**config.mk**
```make
export PLATFORM = sky130hd
export DESIGN_NAME = eth_phy_rx_block_sync_multi_flat
export DESIGN_NICKNAME = d
export VERILOG_FILES = /design/src/rtl/eth_phy_pkg.sv /design/src/rtl/eth_phy_rx_block_sync_multi_if.sv /design/src/rtl/eth_phy_rx_lane_sync.sv /design/src/rtl/eth_phy_rx_block_sync_multi.sv /design/src/flat_wrapper.sv
export SDC_FILE = /design/constraint.sdc
export NUM_CORES = 1
export LEC_CHECK = 0
export CORE_ASPECT_RATIO = 1.4
export CORE_UTILIZATION = 66
export DETAILED_ROUTE_END_ITERATION = 16
export PLACE_DENSITY = 0.85
export SLEW_MARGIN = 20
export SYNTH_ARGS = -nofsm -noshare
export SYNTH_HDL_FRONTEND = slang
export SYNTH_HIERARCHICAL = 1
export SYNTH_SLANG_ARGS = --single-unit
```
**constraint.sdc**
```tcl
create_clock -name clk -period 9.5 [get_ports clk]
set_input_delay 0.95 -clock clk [delete_from_list [all_inputs] [get_ports clk]]
set_output_delay 0.95 -clock clk [all_outputs]
set_load 0.005 [all_outputs]
```
**src/rtl/eth_phy_pkg.sv**
```systemverilog
// Shared constants and types for the multi-lane 64b/66b RX block synchroniser.
// Lanes treat the two legal sync headers identically; anything else counts as a header error.
package eth_phy_pkg;

  localparam logic [1:0] SYNC_DATA = 2'b01;
  localparam logic [1:0] SYNC_CTRL = 2'b10;

  typedef enum logic [1:0] {
    ST_UNLOCKED  = 2'd0,
    ST_LOCKED    = 2'd1,
    ST_SLIP_HIGH = 2'd2,
    ST_SLIP_LOW  = 2'd3
  } lock_state_e;

  function automatic logic hdr_is_valid(input logic [1:0] hdr);
    return (hdr == SYNC_DATA) || (hdr == SYNC_CTRL);
  endfunction

endpackage

```
**src/rtl/eth_phy_rx_block_sync_multi_if.sv**
```systemverilog
// Bundle between the SERDES/gearbox, the block synchroniser and the downstream decoder.
// slave = synchroniser side, master = the gearbox/decoder (or a bench) driving headers.
interface eth_phy_rx_block_sync_multi_if #(
  parameter int LANES     = 4,
  parameter int HDR_WIDTH = 2
);

  logic [LANES*HDR_WIDTH-1:0] serdes_rx_hdr;
  logic [LANES-1:0]           serdes_rx_hdr_valid;
  logic [LANES-1:0]           serdes_rx_bitslip;
  logic [LANES-1:0]           serdes_rx_reset_req;
  logic [LANES-1:0]           rx_block_lock;
  logic [LANES-1:0]           rx_high_ber;
  logic [LANES-1:0]           rx_status;
  logic                       rx_all_lock;
  logic [LANES-1:0]           rx_bad_hdr;

  modport slave (
    input  serdes_rx_hdr,
    input  serdes_rx_hdr_valid,
    output serdes_rx_bitslip,
    output serdes_rx_reset_req,
    output rx_block_lock,
    output rx_high_ber,
    output rx_status,
    output rx_all_lock,
    output rx_bad_hdr
  );

  modport master (
    output serdes_rx_hdr,
    output serdes_rx_hdr_valid,
    input  serdes_rx_bitslip,
    input  serdes_rx_reset_req,
    input  rx_block_lock,
    input  rx_high_ber,
    input  rx_status,
    input  rx_all_lock,
    input  rx_bad_hdr
  );

endinterface

```
**src/rtl/eth_phy_rx_lane_sync.sv**
```systemverilog
// One 66b lane: lock FSM with bitslip timing, BER counter and SERDES reset-request counter.
//   state        | meaning
//   ST_UNLOCKED  | hunting, counting consecutive valid headers toward lock
//   ST_LOCKED    | block lock held, windowed error count watches for loss of lock
//   ST_SLIP_HIGH | bitslip request asserted to the SERDES
//   ST_SLIP_LOW  | bitslip released, headers ignored while the gearbox settles
module eth_phy_rx_lane_sync
  import eth_phy_pkg::*;
#(
  parameter int LOCK_COUNT          = 64,
  parameter int UNLOCK_WINDOW       = 64,
  parameter int UNLOCK_ERRORS       = 16,
  parameter int BITSLIP_HIGH_CYCLES = 1,
  parameter int BITSLIP_LOW_CYCLES  = 8,
  parameter int BER_ERRORS          = 16,
  parameter int RESET_REQ_WINDOWS   = 4
) (
  input  logic       clk,
  input  logic       rst_n,
  input  logic [1:0] hdr_i,
  input  logic       hdr_valid_i,
  input  logic       timer_wrap_i,
  output logic       bitslip_o,
  output logic       reset_req_o,
  output logic       block_lock_o,
  output logic       high_ber_o,
  output logic       bad_hdr_o
);

  localparam int GOOD_W   = $clog2(LOCK_COUNT + 1);
  localparam int HCNT_W   = $clog2(UNLOCK_WINDOW + 1);
  localparam int ERR_W    = $clog2(UNLOCK_ERRORS + 1);
  localparam int BER_W    = $clog2(BER_ERRORS + 1);
  localparam int WIN_W    = $clog2(RESET_REQ_WINDOWS + 1);
  localparam int SLIP_MAX = (BITSLIP_HIGH_CYCLES > BITSLIP_LOW_CYCLES) ?
                            BITSLIP_HIGH_CYCLES : BITSLIP_LOW_CYCLES;
  localparam int SLIP_W   = $clog2(SLIP_MAX + 1);

  localparam logic [GOOD_W-1:0] LOCK_LIM     = GOOD_W'(LOCK_COUNT);
  localparam logic [HCNT_W-1:0] WIN_LIM      = HCNT_W'(UNLOCK_WINDOW);
  localparam logic [ERR_W-1:0]  ERR_LIM      = ERR_W'(UNLOCK_ERRORS);
  localparam logic [BER_W-1:0]  BER_LIM      = BER_W'(BER_ERRORS);
  localparam logic [WIN_W-1:0]  REQ_LIM      = WIN_W'(RESET_REQ_WINDOWS);
  localparam logic [SLIP_W-1:0] SLIP_HIGH_LD = SLIP_W'(BITSLIP_HIGH_CYCLES - 1);
  localparam logic [SLIP_W-1:0] SLIP_LOW_LD  = SLIP_W'(BITSLIP_LOW_CYCLES - 1);

  lock_state_e       state_q, state_d;
  logic [GOOD_W-1:0] good_cnt_q, good_cnt_d;
  logic [HCNT_W-1:0] hdr_cnt_q, hdr_cnt_d;
  logic [ERR_W-1:0]  err_cnt_q, err_cnt_d;
  logic [SLIP_W-1:0] slip_cnt_q, slip_cnt_d;
  logic [BER_W-1:0]  ber_cnt_q, ber_cnt_d;
  logic [WIN_W-1:0]  win_cnt_q, win_cnt_d;
  logic              high_ber_q, high_ber_d;
  logic              reset_req_q, reset_req_d;
  logic              block_lock_q, block_lock_d;
  logic              bitslip_q, bitslip_d;
  logic              bad_hdr_q, bad_hdr_d;

  logic              sample;
  logic              bad;
  logic [GOOD_W-1:0] good_inc;
  logic [HCNT_W-1:0] hdr_inc;
  logic [ERR_W-1:0]  err_inc;
  logic [BER_W-1:0]  ber_base;

  always_ff @(posedge clk or negedge rst_n) begin
    if (!rst_n) begin
      state_q      <= ST_UNLOCKED;
      good_cnt_q   <= '0;
      hdr_cnt_q    <= '0;
      err_cnt_q    <= '0;
      slip_cnt_q   <= '0;
      ber_cnt_q    <= '0;
      win_cnt_q    <= '0;
      high_ber_q   <= 1'b0;
      reset_req_q  <= 1'b0;
      block_lock_q <= 1'b0;
      bitslip_q    <= 1'b0;
      bad_hdr_q    <= 1'b0;
    end else begin
      state_q      <= state_d;
      good_cnt_q   <= good_cnt_d;
      hdr_cnt_q    <= hdr_cnt_d;
      err_cnt_q    <= err_cnt_d;
      slip_cnt_q   <= slip_cnt_d;
      ber_cnt_q    <= ber_cnt_d;
      win_cnt_q    <= win_cnt_d;
      high_ber_q   <= high_ber_d;
      reset_req_q  <= reset_req_d;
      block_lock_q <= block_lock_d;
      bitslip_q    <= bitslip_d;
      bad_hdr_q    <= bad_hdr_d;
    end
  end

  // Lock FSM and slip timing
  always_comb begin
    sample     = hdr_valid_i && (state_q != ST_SLIP_LOW);
    bad        = sample && !hdr_is_valid(hdr_i);
    good_inc   = good_cnt_q + GOOD_W'(1);
    hdr_inc    = hdr_cnt_q + HCNT_W'(1);
    err_inc    = err_cnt_q + ERR_W'(bad);
    state_d    = state_q;
    good_cnt_d = good_cnt_q;
    hdr_cnt_d  = hdr_cnt_q;
    err_cnt_d  = err_cnt_q;
    slip_cnt_d = slip_cnt_q;

    unique case (state_q)
      ST_UNLOCKED: begin
        if (sample) begin
          if (bad) begin
            good_cnt_d = '0;
            slip_cnt_d = SLIP_HIGH_LD;
            state_d    = ST_SLIP_HIGH;
          end else if (good_inc == LOCK_LIM) begin
            good_cnt_d = '0;
            hdr_cnt_d  = '0;
            err_cnt_d  = '0;
            state_d    = ST_LOCKED;
          end else begin
            good_cnt_d = good_inc;
          end
        end
      end
      ST_LOCKED: begin
        if (sample) begin
          // The error test comes first so a window-closing error still unlocks.
          if (err_inc == ERR_LIM) begin
            hdr_cnt_d  = '0;
            err_cnt_d  = '0;
            slip_cnt_d = SLIP_HIGH_LD;
            state_d    = ST_SLIP_HIGH;
          end else if (hdr_inc == WIN_LIM) begin
            hdr_cnt_d = '0;
            err_cnt_d = '0;
          end else begin
            hdr_cnt_d = hdr_inc;
            err_cnt_d = err_inc;
          end
        end
      end
      ST_SLIP_HIGH: begin
        if (slip_cnt_q == '0) begin
          slip_cnt_d = SLIP_LOW_LD;
          state_d    = ST_SLIP_LOW;
        end else begin
          slip_cnt_d = slip_cnt_q - SLIP_W'(1);
        end
      end
      ST_SLIP_LOW: begin
        if (slip_cnt_q == '0) begin
          good_cnt_d = '0;
          state_d    = ST_UNLOCKED;
        end else begin
          slip_cnt_d = slip_cnt_q - SLIP_W'(1);
        end
      end
      default: state_d = ST_UNLOCKED;
    endcase
  end

  // BER window: an error on the wrap cycle lands in the new window.
  always_comb begin
    ber_base   = timer_wrap_i ? '0 : ber_cnt_q;
    ber_cnt_d  = ber_base;
    high_ber_d = high_ber_q;
    if (bad && (ber_base != BER_LIM)) begin
      ber_cnt_d = ber_base + BER_W'(1);
    end
    if (timer_wrap_i && (ber_cnt_q != BER_LIM)) begin
      high_ber_d = 1'b0;
    end
    if (ber_cnt_d == BER_LIM) begin
      high_ber_d = 1'b1;
    end
  end

  always_comb begin
    win_cnt_d   = win_cnt_q;
    reset_req_d = 1'b0;
    if (state_d == ST_LOCKED) begin
      win_cnt_d = '0;
    end else if (timer_wrap_i && !block_lock_q) begin
      if (win_cnt_q + WIN_W'(1) == REQ_LIM) begin
        win_cnt_d   = '0;
        reset_req_d = 1'b1;
      end else begin
        win_cnt_d = win_cnt_q + WIN_W'(1);
      end
    end
  end

  assign block_lock_d = (state_d == ST_LOCKED);
  assign bitslip_d    = (state_d == ST_SLIP_HIGH);
  assign bad_hdr_d    = bad;

  assign bitslip_o    = bitslip_q;
  assign reset_req_o  = reset_req_q;
  assign block_lock_o = block_lock_q;
  assign high_ber_o   = high_ber_q;
  assign bad_hdr_o    = bad_hdr_q;

endmodule

```
**src/rtl/eth_phy_rx_block_sync_multi.sv**
```systemverilog
// Multi-lane 64b/66b block synchroniser: per-lane lock/BER logic plus the shared
// 125 us BER timer and the registered aggregate status outputs.
module eth_phy_rx_block_sync_multi
  import eth_phy_pkg::*;
#(
  parameter int LANES               = 4,
  parameter int HDR_WIDTH           = 2,
  parameter int LOCK_COUNT          = 64,
  parameter int UNLOCK_WINDOW       = 64,
  parameter int UNLOCK_ERRORS       = 16,
  parameter int BITSLIP_HIGH_CYCLES = 1,
  parameter int BITSLIP_LOW_CYCLES  = 8,
  parameter int COUNT_125US         = 19531,
  parameter int BER_ERRORS          = 16,
  parameter int RESET_REQ_WINDOWS   = 4
) (
  input  logic                          clk,
  input  logic                          rst_n,
  eth_phy_rx_block_sync_multi_if.slave  rx_if
);

  localparam int TMR_W = $clog2(COUNT_125US + 1);
  localparam logic [TMR_W-1:0] TMR_LAST = TMR_W'(COUNT_125US - 1);

  logic [TMR_W-1:0] timer_q, timer_d;
  logic             timer_wrap;
  logic [LANES-1:0] lane_bitslip;
  logic [LANES-1:0] lane_reset_req;
  logic [LANES-1:0] lane_lock;
  logic [LANES-1:0] lane_high_ber;
  logic [LANES-1:0] lane_bad_hdr;
  logic [LANES-1:0] rx_status_q, rx_status_d;
  logic             rx_all_lock_q, rx_all_lock_d;

  // Single free-running BER timer keeps every lane's window aligned.
  always_comb begin
    timer_wrap = (timer_q == TMR_LAST);
    timer_d    = timer_wrap ? '0 : timer_q + TMR_W'(1);
  end

  always_ff @(posedge clk or negedge rst_n) begin
    if (!rst_n) begin
      timer_q       <= '0;
      rx_status_q   <= '0;
      rx_all_lock_q <= 1'b0;
    end else begin
      timer_q       <= timer_d;
      rx_status_q   <= rx_status_d;
      rx_all_lock_q <= rx_all_lock_d;
    end
  end

  for (genvar i = 0; i < LANES; i++) begin : g_lane
    eth_phy_rx_lane_sync #(
      .LOCK_COUNT          (LOCK_COUNT),
      .UNLOCK_WINDOW       (UNLOCK_WINDOW),
      .UNLOCK_ERRORS       (UNLOCK_ERRORS),
      .BITSLIP_HIGH_CYCLES (BITSLIP_HIGH_CYCLES),
      .BITSLIP_LOW_CYCLES  (BITSLIP_LOW_CYCLES),
      .BER_ERRORS          (BER_ERRORS),
      .RESET_REQ_WINDOWS   (RESET_REQ_WINDOWS)
    ) u_lane (
      .clk          (clk),
      .rst_n        (rst_n),
      .hdr_i        (rx_if.serdes_rx_hdr[HDR_WIDTH*i +: HDR_WIDTH]),
      .hdr_valid_i  (rx_if.serdes_rx_hdr_valid[i]),
      .timer_wrap_i (timer_wrap),
      .bitslip_o    (lane_bitslip[i]),
      .reset_req_o  (lane_reset_req[i]),
      .block_lock_o (lane_lock[i]),
      .high_ber_o   (lane_high_ber[i]),
      .bad_hdr_o    (lane_bad_hdr[i])
    );
  end

  assign rx_status_d   = lane_lock & ~lane_high_ber;
  assign rx_all_lock_d = &lane_lock;

  assign rx_if.serdes_rx_bitslip   = lane_bitslip;
  assign rx_if.serdes_rx_reset_req = lane_reset_req;
  assign rx_if.rx_block_lock       = lane_lock;
  assign rx_if.rx_high_ber         = lane_high_ber;
  assign rx_if.rx_bad_hdr          = lane_bad_hdr;
  assign rx_if.rx_status           = rx_status_q;
  assign rx_if.rx_all_lock         = rx_all_lock_q;

endmodule

```
**src/flat_wrapper.sv**
```systemverilog
// flat-port wrapper written by rule: the top's interface ports become plain ports
module eth_phy_rx_block_sync_multi_flat import eth_phy_pkg::*;
#(
  parameter int LANES               = 4,
  parameter int HDR_WIDTH           = 2,
  parameter int LOCK_COUNT          = 64,
  parameter int UNLOCK_WINDOW       = 64,
  parameter int UNLOCK_ERRORS       = 16,
  parameter int BITSLIP_HIGH_CYCLES = 1,
  parameter int BITSLIP_LOW_CYCLES  = 8,
  parameter int COUNT_125US         = 19531,
  parameter int BER_ERRORS          = 16,
  parameter int RESET_REQ_WINDOWS   = 4
)
  (clk, rst_n, rx_if_serdes_rx_hdr, rx_if_serdes_rx_hdr_valid, rx_if_serdes_rx_bitslip, rx_if_serdes_rx_reset_req, rx_if_rx_block_lock, rx_if_rx_high_ber, rx_if_rx_status, rx_if_rx_all_lock, rx_if_rx_bad_hdr);
  eth_phy_rx_block_sync_multi_if #(.LANES(LANES), .HDR_WIDTH(HDR_WIDTH)) rx_if_i ();
  input  logic clk;
  input  logic rst_n;
  input wire logic [$bits(rx_if_i.serdes_rx_hdr)-1:0] rx_if_serdes_rx_hdr;
  input wire logic [$bits(rx_if_i.serdes_rx_hdr_valid)-1:0] rx_if_serdes_rx_hdr_valid;
  output wire logic [$bits(rx_if_i.serdes_rx_bitslip)-1:0] rx_if_serdes_rx_bitslip;
  output wire logic [$bits(rx_if_i.serdes_rx_reset_req)-1:0] rx_if_serdes_rx_reset_req;
  output wire logic [$bits(rx_if_i.rx_block_lock)-1:0] rx_if_rx_block_lock;
  output wire logic [$bits(rx_if_i.rx_high_ber)-1:0] rx_if_rx_high_ber;
  output wire logic [$bits(rx_if_i.rx_status)-1:0] rx_if_rx_status;
  output wire logic [$bits(rx_if_i.rx_all_lock)-1:0] rx_if_rx_all_lock;
  output wire logic [$bits(rx_if_i.rx_bad_hdr)-1:0] rx_if_rx_bad_hdr;
  assign rx_if_i.serdes_rx_hdr = rx_if_serdes_rx_hdr;
  assign rx_if_i.serdes_rx_hdr_valid = rx_if_serdes_rx_hdr_valid;
  assign rx_if_serdes_rx_bitslip = rx_if_i.serdes_rx_bitslip;
  assign rx_if_serdes_rx_reset_req = rx_if_i.serdes_rx_reset_req;
  assign rx_if_rx_block_lock = rx_if_i.rx_block_lock;
  assign rx_if_rx_high_ber = rx_if_i.rx_high_ber;
  assign rx_if_rx_status = rx_if_i.rx_status;
  assign rx_if_rx_all_lock = rx_if_i.rx_all_lock;
  assign rx_if_rx_bad_hdr = rx_if_i.rx_bad_hdr;
  eth_phy_rx_block_sync_multi #(.LANES(LANES), .HDR_WIDTH(HDR_WIDTH), .LOCK_COUNT(LOCK_COUNT), .UNLOCK_WINDOW(UNLOCK_WINDOW), .UNLOCK_ERRORS(UNLOCK_ERRORS), .BITSLIP_HIGH_CYCLES(BITSLIP_HIGH_CYCLES), .BITSLIP_LOW_CYCLES(BITSLIP_LOW_CYCLES), .COUNT_125US(COUNT_125US), .BER_ERRORS(BER_ERRORS), .RESET_REQ_WINDOWS(RESET_REQ_WINDOWS)) u_core (.clk(clk), .rst_n(rst_n), .rx_if(rx_if_i));
endmodule
```
# --- Yosys cells after proc, flatten, opt, wreduce, memory -nomap -nowiden ---
# Cells that the tools add are included.
# W data, S select, Z words.
word_totals:
  regBits: 172
  in_bits: 14
  wordCells: 417
op_classes:
  add_sub_neg: 25
  n_eq_ne: 93
  n_mux: 177
  n_bitwise: 2
  reduce_logical: 69
op_table:
  columns: ["operator", "n"]
  rows:
  - ["$mux W7", 40]
  - ["$mux W5", 32]
  - ["$pmux W7 S2", 8]
  - ["$mux W4", 24]
  - ["$ne A2 B2 Y1 const B", 36]
  - ["$pmux W4 S4", 4]
  - ["$add A7 B1 Y7 const B", 8]
  - ["$eq A7 B7 Y1 const B", 8]
  - ["$mux W2", 28]
  - ["$eq A5 B5 Y1 const B", 8]
  - ["$ne A5 B5 Y1 const B", 8]
  - ["$pmux W5 S2", 4]
  - ["$reduce_and A5 Y1", 8]
  - ["$mux W3", 12]
  - ["$eq A2 B2 Y1 const B", 16]
  - ["$pmux W2 S4", 4]
  - ["$reduce_bool A2 Y1", 16]
  - ["$eq A2 B1 Y1 const B", 12]
  - ["$add A5 B1 Y5", 4]
  - ["$add A5 B1 Y5 const B", 4]
  - ["$logic_and A1 B1 Y1", 20]
  - ["$mux W1", 20]
  - ["$logic_not A4 Y1", 4]
  - ["$sub A4 B1 Y4 const B", 4]
  - ["12 further kinds", 34]

# --- Logic depth before layout (Yosys ltp) ---
logic_depth:
  word_depth: 11
  mapped_depth: 13
  mapped_depth_nobuf: 12

# --- Hierarchy ---
# The synthesis kept the hierarchy.
modules_own_cells:
  columns: ["mod", "instances", "cells_each", "area_each_um2", "seq_area_each_um2"]
  rows:
  - ["eth_phy_rx_lane_sync at u_core.g_lane[1].u_lane ...", 2, 235, 2228.4, 950.9]
  - ["eth_phy_rx_lane_sync at u_core.g_lane[3].u_lane", 1, 235, 2272.2, 950.9]
  - ["eth_phy_rx_lane_sync at u_core.g_lane[0].u_lane", 1, 238, 2230.9, 950.9]
  - ["eth_phy_rx_block_sync_multi", 1, 76, 882.1, 500.5]

# --- Least setup slack after synthesis ---
# No wires, ideal clock.
synth_timing:
  path_type: "register to register"
  startpoint: "register u_core.timer_q[0]"
  endpoint: "register u_core.g_lane[3].u_lane.high_ber_q"
  setup_ps: 76
  t_arrival_ps: 3156
  required_time_ps: 9424
  slack_ps: 6268
  path_stages_with_launch: 13
  path_buffers: 1
  synth_period_minus_slack_ps: 3232
  path_cell_list: "dfrtp_1 -> inv_1 -> ha_1 -> or4bb_1 -> nor4_4 -> buf_2 -> nand2b_1 -> inv_1 -> ha_1 -> xor2_1 -> or3_1 -> a2111o_1 -> o21ai_1"
synth_via:
  elab_chain_cells: 7
synth_lines:
  columns: ["element", "line", "source"]
  rows:
  - ["from (decl)", "eth_phy_rx_block_sync_multi.sv:25", "logic [TMR_W-1:0] timer_q, timer_d;"]
  - ["from (signal assigned)", "eth_phy_rx_block_sync_multi.sv:47", "timer_q <= timer_d;"]
  - ["$eq A15 B15 Y1 *", "eth_phy_rx_block_sync_multi.sv:37", "timer_wrap = (timer_q == TMR_LAST);"]
  - ["named net u_core.timer_wrap", "eth_phy_rx_block_sync_multi.sv:26", "logic timer_wrap;"]
  - ["branches (longest 6 deep; another with $add A5 B1 Y5)", null, null]
  - ["to (signal assigned)", "eth_phy_rx_lane_sync.sv:89", "high_ber_q <= high_ber_d;"]
  - ["to (decl)", "eth_phy_rx_lane_sync.sv:54", "logic high_ber_q, high_ber_d;"]
# Mark *: on every way through the listed nets, which the timed path passes.
# A chain may end at the register's enable or synchronous reset.

# --- Worst setup path after layout ---
layout_timing:
  startpoint: "input rx_if_serdes_rx_hdr_valid[0]"
  endpoint: "register u_core.g_lane[0].u_lane.hdr_cnt_q[5]"
layout_via:
  elab_chain_cells: 7
layout_lines:
  columns: ["element", "line", "source"]
  rows:
  - ["from (decl)", "flat_wrapper.sv:20", "input wire logic [$bits(rx_if_i.serdes_rx_hdr_valid)-1:0] rx_if_serdes_rx_hdr_valid;"]
  - ["$logic_and A1 B1 Y1 *", "eth_phy_rx_lane_sync.sv:99", "sample = hdr_valid_i && (state_q != ST_SLIP_LOW);"]
  - ["$logic_and A1 B1 Y1 *", "eth_phy_rx_lane_sync.sv:100", "bad = sample && !hdr_is_valid(hdr_i);"]
  - ["named net u_core.g_lane[0].u_lane.bad", "eth_phy_rx_lane_sync.sv:61", "logic bad;"]
  - ["$add A5 B1 Y5", "eth_phy_rx_lane_sync.sv:103", "err_inc = err_cnt_q + ERR_W'(bad);"]
  - ["$eq A5 B5 Y1", "eth_phy_rx_lane_sync.sv:130", "if (err_inc == ERR_LIM) begin"]
  - ["$mux W7", "eth_phy_rx_lane_sync.sv:130", null]
  - ["$mux W7", "eth_phy_rx_lane_sync.sv:128", "if (sample) begin"]
  - ["$pmux W7 S2", "eth_phy_rx_lane_sync.sv:110", "unique case (state_q)"]
  - ["to (signal assigned)", "eth_phy_rx_lane_sync.sv:84", "hdr_cnt_q <= hdr_cnt_d;"]
  - ["to (decl)", "eth_phy_rx_lane_sync.sv:49", "logic [HCNT_W-1:0] hdr_cnt_q, hdr_cnt_d;"]
# The timed path passes the listed nets; every way through them passes the cells marked *. The select of a mux whose other input is x is not followed.

==> metrics.txt <==
CTS H-tree lvls 4; Synth cell types between 80 and 90; P per Cell Area 251 mW/mm^2; worst hold margin 0.476 ns; WL met1 8530 um; Routed WL 19800 um; most frequent cells in the layout dfrtp_1, nand2_1, o21ai_0, nor2_1, inv_1; Routed WL per cell 15.8 um; Final GP Congestion 0.835; register area share after synthesis 0.437; number of synthesized flops with an enable pin 0; Area Overhead vs Synth 11.2%; PortBufs 38; metal3 WL roughly 660 um; Max FO, Critical Path 11; largest net degree at the start of global routing 102; status finished clean; critical path required time 9.82 ns; diodes inserted 0; hpwl dp 13600 um; clock input transition at the sequential cells of the worst setup and hold paths 0.07 ns; HP Class flip-flop to flip-flop; top sig layer met4; met2 WL 10300 um; Rows 52; share of post-route cells with drive strength above 1 0.0740; Crit Path Category input pin to flip-flop; Final Cycle Share 0.395; Yosys warning total 6; slew at the pin closest to its max-slew limit 0.908 ns; CTS Hold Buffers Added 0; die area 0.0154 sq mm; Starting Density 0.678; Vias/cell about 6.3; Syn Inst Count 1019; type of origin of the critical path input pin; minimum clock period 3.76 ns; Max-slew headroom 0.395; leakage 4.80 nW; vias post-DR 7921; Avg Cell Area, Syn 9.66 sq um; clock sinks 172; die height 146 um; Final Skew 0.00658 ns; Max Clock Freq roughly 270 MHz; GRT Resource Usage Total 0.273; Hold Fails Final Rpt 0; Final Max Tran Viols 0; Primary FF master, synth dfrtp_1; Skew-Pair Late Insertion Delay 0.43 ns; DR iter-0 viols 440; Synth Register Bits 172; # DRC 0; wire length of the first global-routing pass 34300 um; root buffer cell clkbuf_16; # IOs 39; setup TNS 0 ns; FFs w/ async S/R, synth 1.00; Core ar. 0.0145 sq mm; RSZ-0062 raised after global routing false; commonest non-fill, non-tap cell in the layout dfrtp_1; GR Overflow Total 0; CP Capture Type flip-flop; cts repair resizes 0; number of max-cap violations 0; nets 1107; Routed Antenna Nets 0; CTS tree done; number of buffers created by CTS 17; maximum VDD drop approximately 0.18 mV; Worst EP arrival between 4 and 5 ns; DR pass1 iterations 5; vias in the first global route 7614; initial antenna violation count 0; clk buf depth 2; setup bufs post-CTS 0; endpoints failing setup 0; die width between 100 and 150 um; cell area after synthesis between 0.009 and 0.01 sq mm; syn nets 1071
synth_stat cells (7+ instances only):
| master | n | area, sq um |
|---|---|---|
| xnor2_1 | 24 | 210 |
| and2_1 | 14 | 87.6 |
| nand4_1 | 37 | 231 |
| clkbuf_1 | 15 | 56.3 |
| nand3b_1 | 8 | 60.1 |
| nand3_1 | 46 | 230 |
| a31oi_1 | 20 | 125 |
| mux2i_1 | 7 | 70.1 |
| a22o_1 | 18 | 158 |
| or3_1 | 7 | 43.8 |
| o21ai_0 | 81 | 405 |
| nor2_1 | 57 | 214 |
| o2bb2ai_1 | 7 | 61.3 |
| nor3_1 | 15 | 75.1 |
| nand2_1 | 98 | 368 |
| and3_1 | 16 | 100 |
| o211ai_1 | 9 | 67.6 |
| dfrtp_1 | 172 | 4300 |
| xor2_1 | 15 | 131 |
| nor2b_1 | 17 | 106 |
| inv_1 | 49 | 184 |
| ha_1 | 38 | 475 |
| nand2b_1 | 39 | 244 |
| nor3b_1 | 7 | 52.6 |
| a211o_1 | 10 | 87.6 |
| o31ai_1 | 14 | 105 |
| a22oi_1 | 8 | 60.1 |
| a21oi_1 | 29 | 145 |
| a21o_1 | 11 | 82.6 |
layer usage:
metal / up-vias / global-route usage
met2: 165 / 0.480
met1: 3889 / 0.332
met4: 0 / 0.110
met5: - / 0
li1: 3833 / -
met3: 34 / 0.0464
critical path: stages:
cell	delay [ns]
clkdlybuf4s50_1	0.57
a21boi_0	0.40
and2_1	0.26
ha_1	0.23
ha_1	0.24
nand2b_1	0.09
and3b_1	0.24
a21oi_1	0.59
nand2_1	0.18
o41ai_1	0.32
metrics by stage:
step / std cells / cell area [sq um] / utilization / power, mW / setup WS, ns
CTS: 1256 / 10900 / 0.754 / 2.76 / 5.78
global route: 1257 / 10900 / 0.754 / 2.93 / 5.50
global placement: 1224 / 10300 / 0.713 / 2.01 / 5.55
finish: 1257 / 10900 / 0.754 / 2.75 / 5.74
floorplan: 1019 / 9840 / - / 1.82 / 6.27
detailed placement: 1224 / 10300 / 0.713 / 2.05 / 5.44
sequential cells by signal, summed over array words and instances (netlist names), 8 cells and up:
name	flops
u_core/g_lane.u_lane/win_cnt_q	12
u_core/g_lane.u_lane/state_q	8
u_core/g_lane.u_lane/good_cnt_q	28
u_core/g_lane.u_lane/hdr_cnt_q	28
u_core/g_lane.u_lane/slip_cnt_q	16
u_core/g_lane.u_lane/err_cnt_q	20
u_core/timer_q	15
u_core/g_lane.u_lane/ber_cnt_q	20
power by group:
| group | switching, mW | leakage, nW | total [mW] | internal, mW |
|---|---|---|---|---|
| sequential | 0.224 | 2.23 | 1.14 | 0.914 |
| combinational | 0.514 | 2.31 | 0.922 | 0.408 |
| clock | 0.294 | 0.264 | 0.688 | 0.394 |
| total | 1.03 | 4.80 | 2.75 | 1.72 |
cells by family (layout without fill, tap and decap cells):
group,Yosys count,count (layout),synth area share
xor+xnor,42,42,0.0397
mux,11,11,0.0117
fa+ha+maj,38,38,0.0483
buf+inv,76,125,0.0337
flops,172,172,0.437
compound gates,274,274,0.204
simple gates,406,406,0.225
cell type report:
class / count / area [sq um]
Clock inverter: 13 / 144
Multi-Input combinational cell: 771 / 5210
Inverter: 50 / 188
Timing Repair Buffer: 43 / 419
Fill cell: 984 / 3570
Clock buffer: 19 / 443
Sequential cell: 172 / 4300
Tap cell: 189 / 236
path summary, 6_finish.rpt:
kind | from | to | slack, ns | depth (start not counted)
max in group asynchronous | rst_n | u_core/timer_q[9]$_DFF_PN0_ | 7.45 | 2
max | rx_if_serdes_rx_hdr_valid[0] | u_core/g_lane[0].u_lane/hdr_cnt_q[5]$_DFFE_PN0P_ | 5.74 | 10
max reg2reg | u_core/timer_q[0]$_DFF_PN0_ | u_core/g_lane[1].u_lane/high_ber_o$_DFFE_PN0P_ | 6.06 | 12
min reg2reg | u_core/g_lane[1].u_lane/slip_cnt_q[1]$_DFFE_PN0P_ | u_core/g_lane[1].u_lane/slip_cnt_q[1]$_DFFE_PN0P_ | 0.48 | 1
min in group asynchronous | rst_n | u_core/g_lane[2].u_lane/good_cnt_q[0]$_DFFE_PN0P_ | 0.61 | 1
min | u_core/g_lane[1].u_lane/slip_cnt_q[1]$_DFFE_PN0P_ | u_core/g_lane[1].u_lane/slip_cnt_q[1]$_DFFE_PN0P_ | 0.48 | 1
Power figures use the tool's default switching activity.
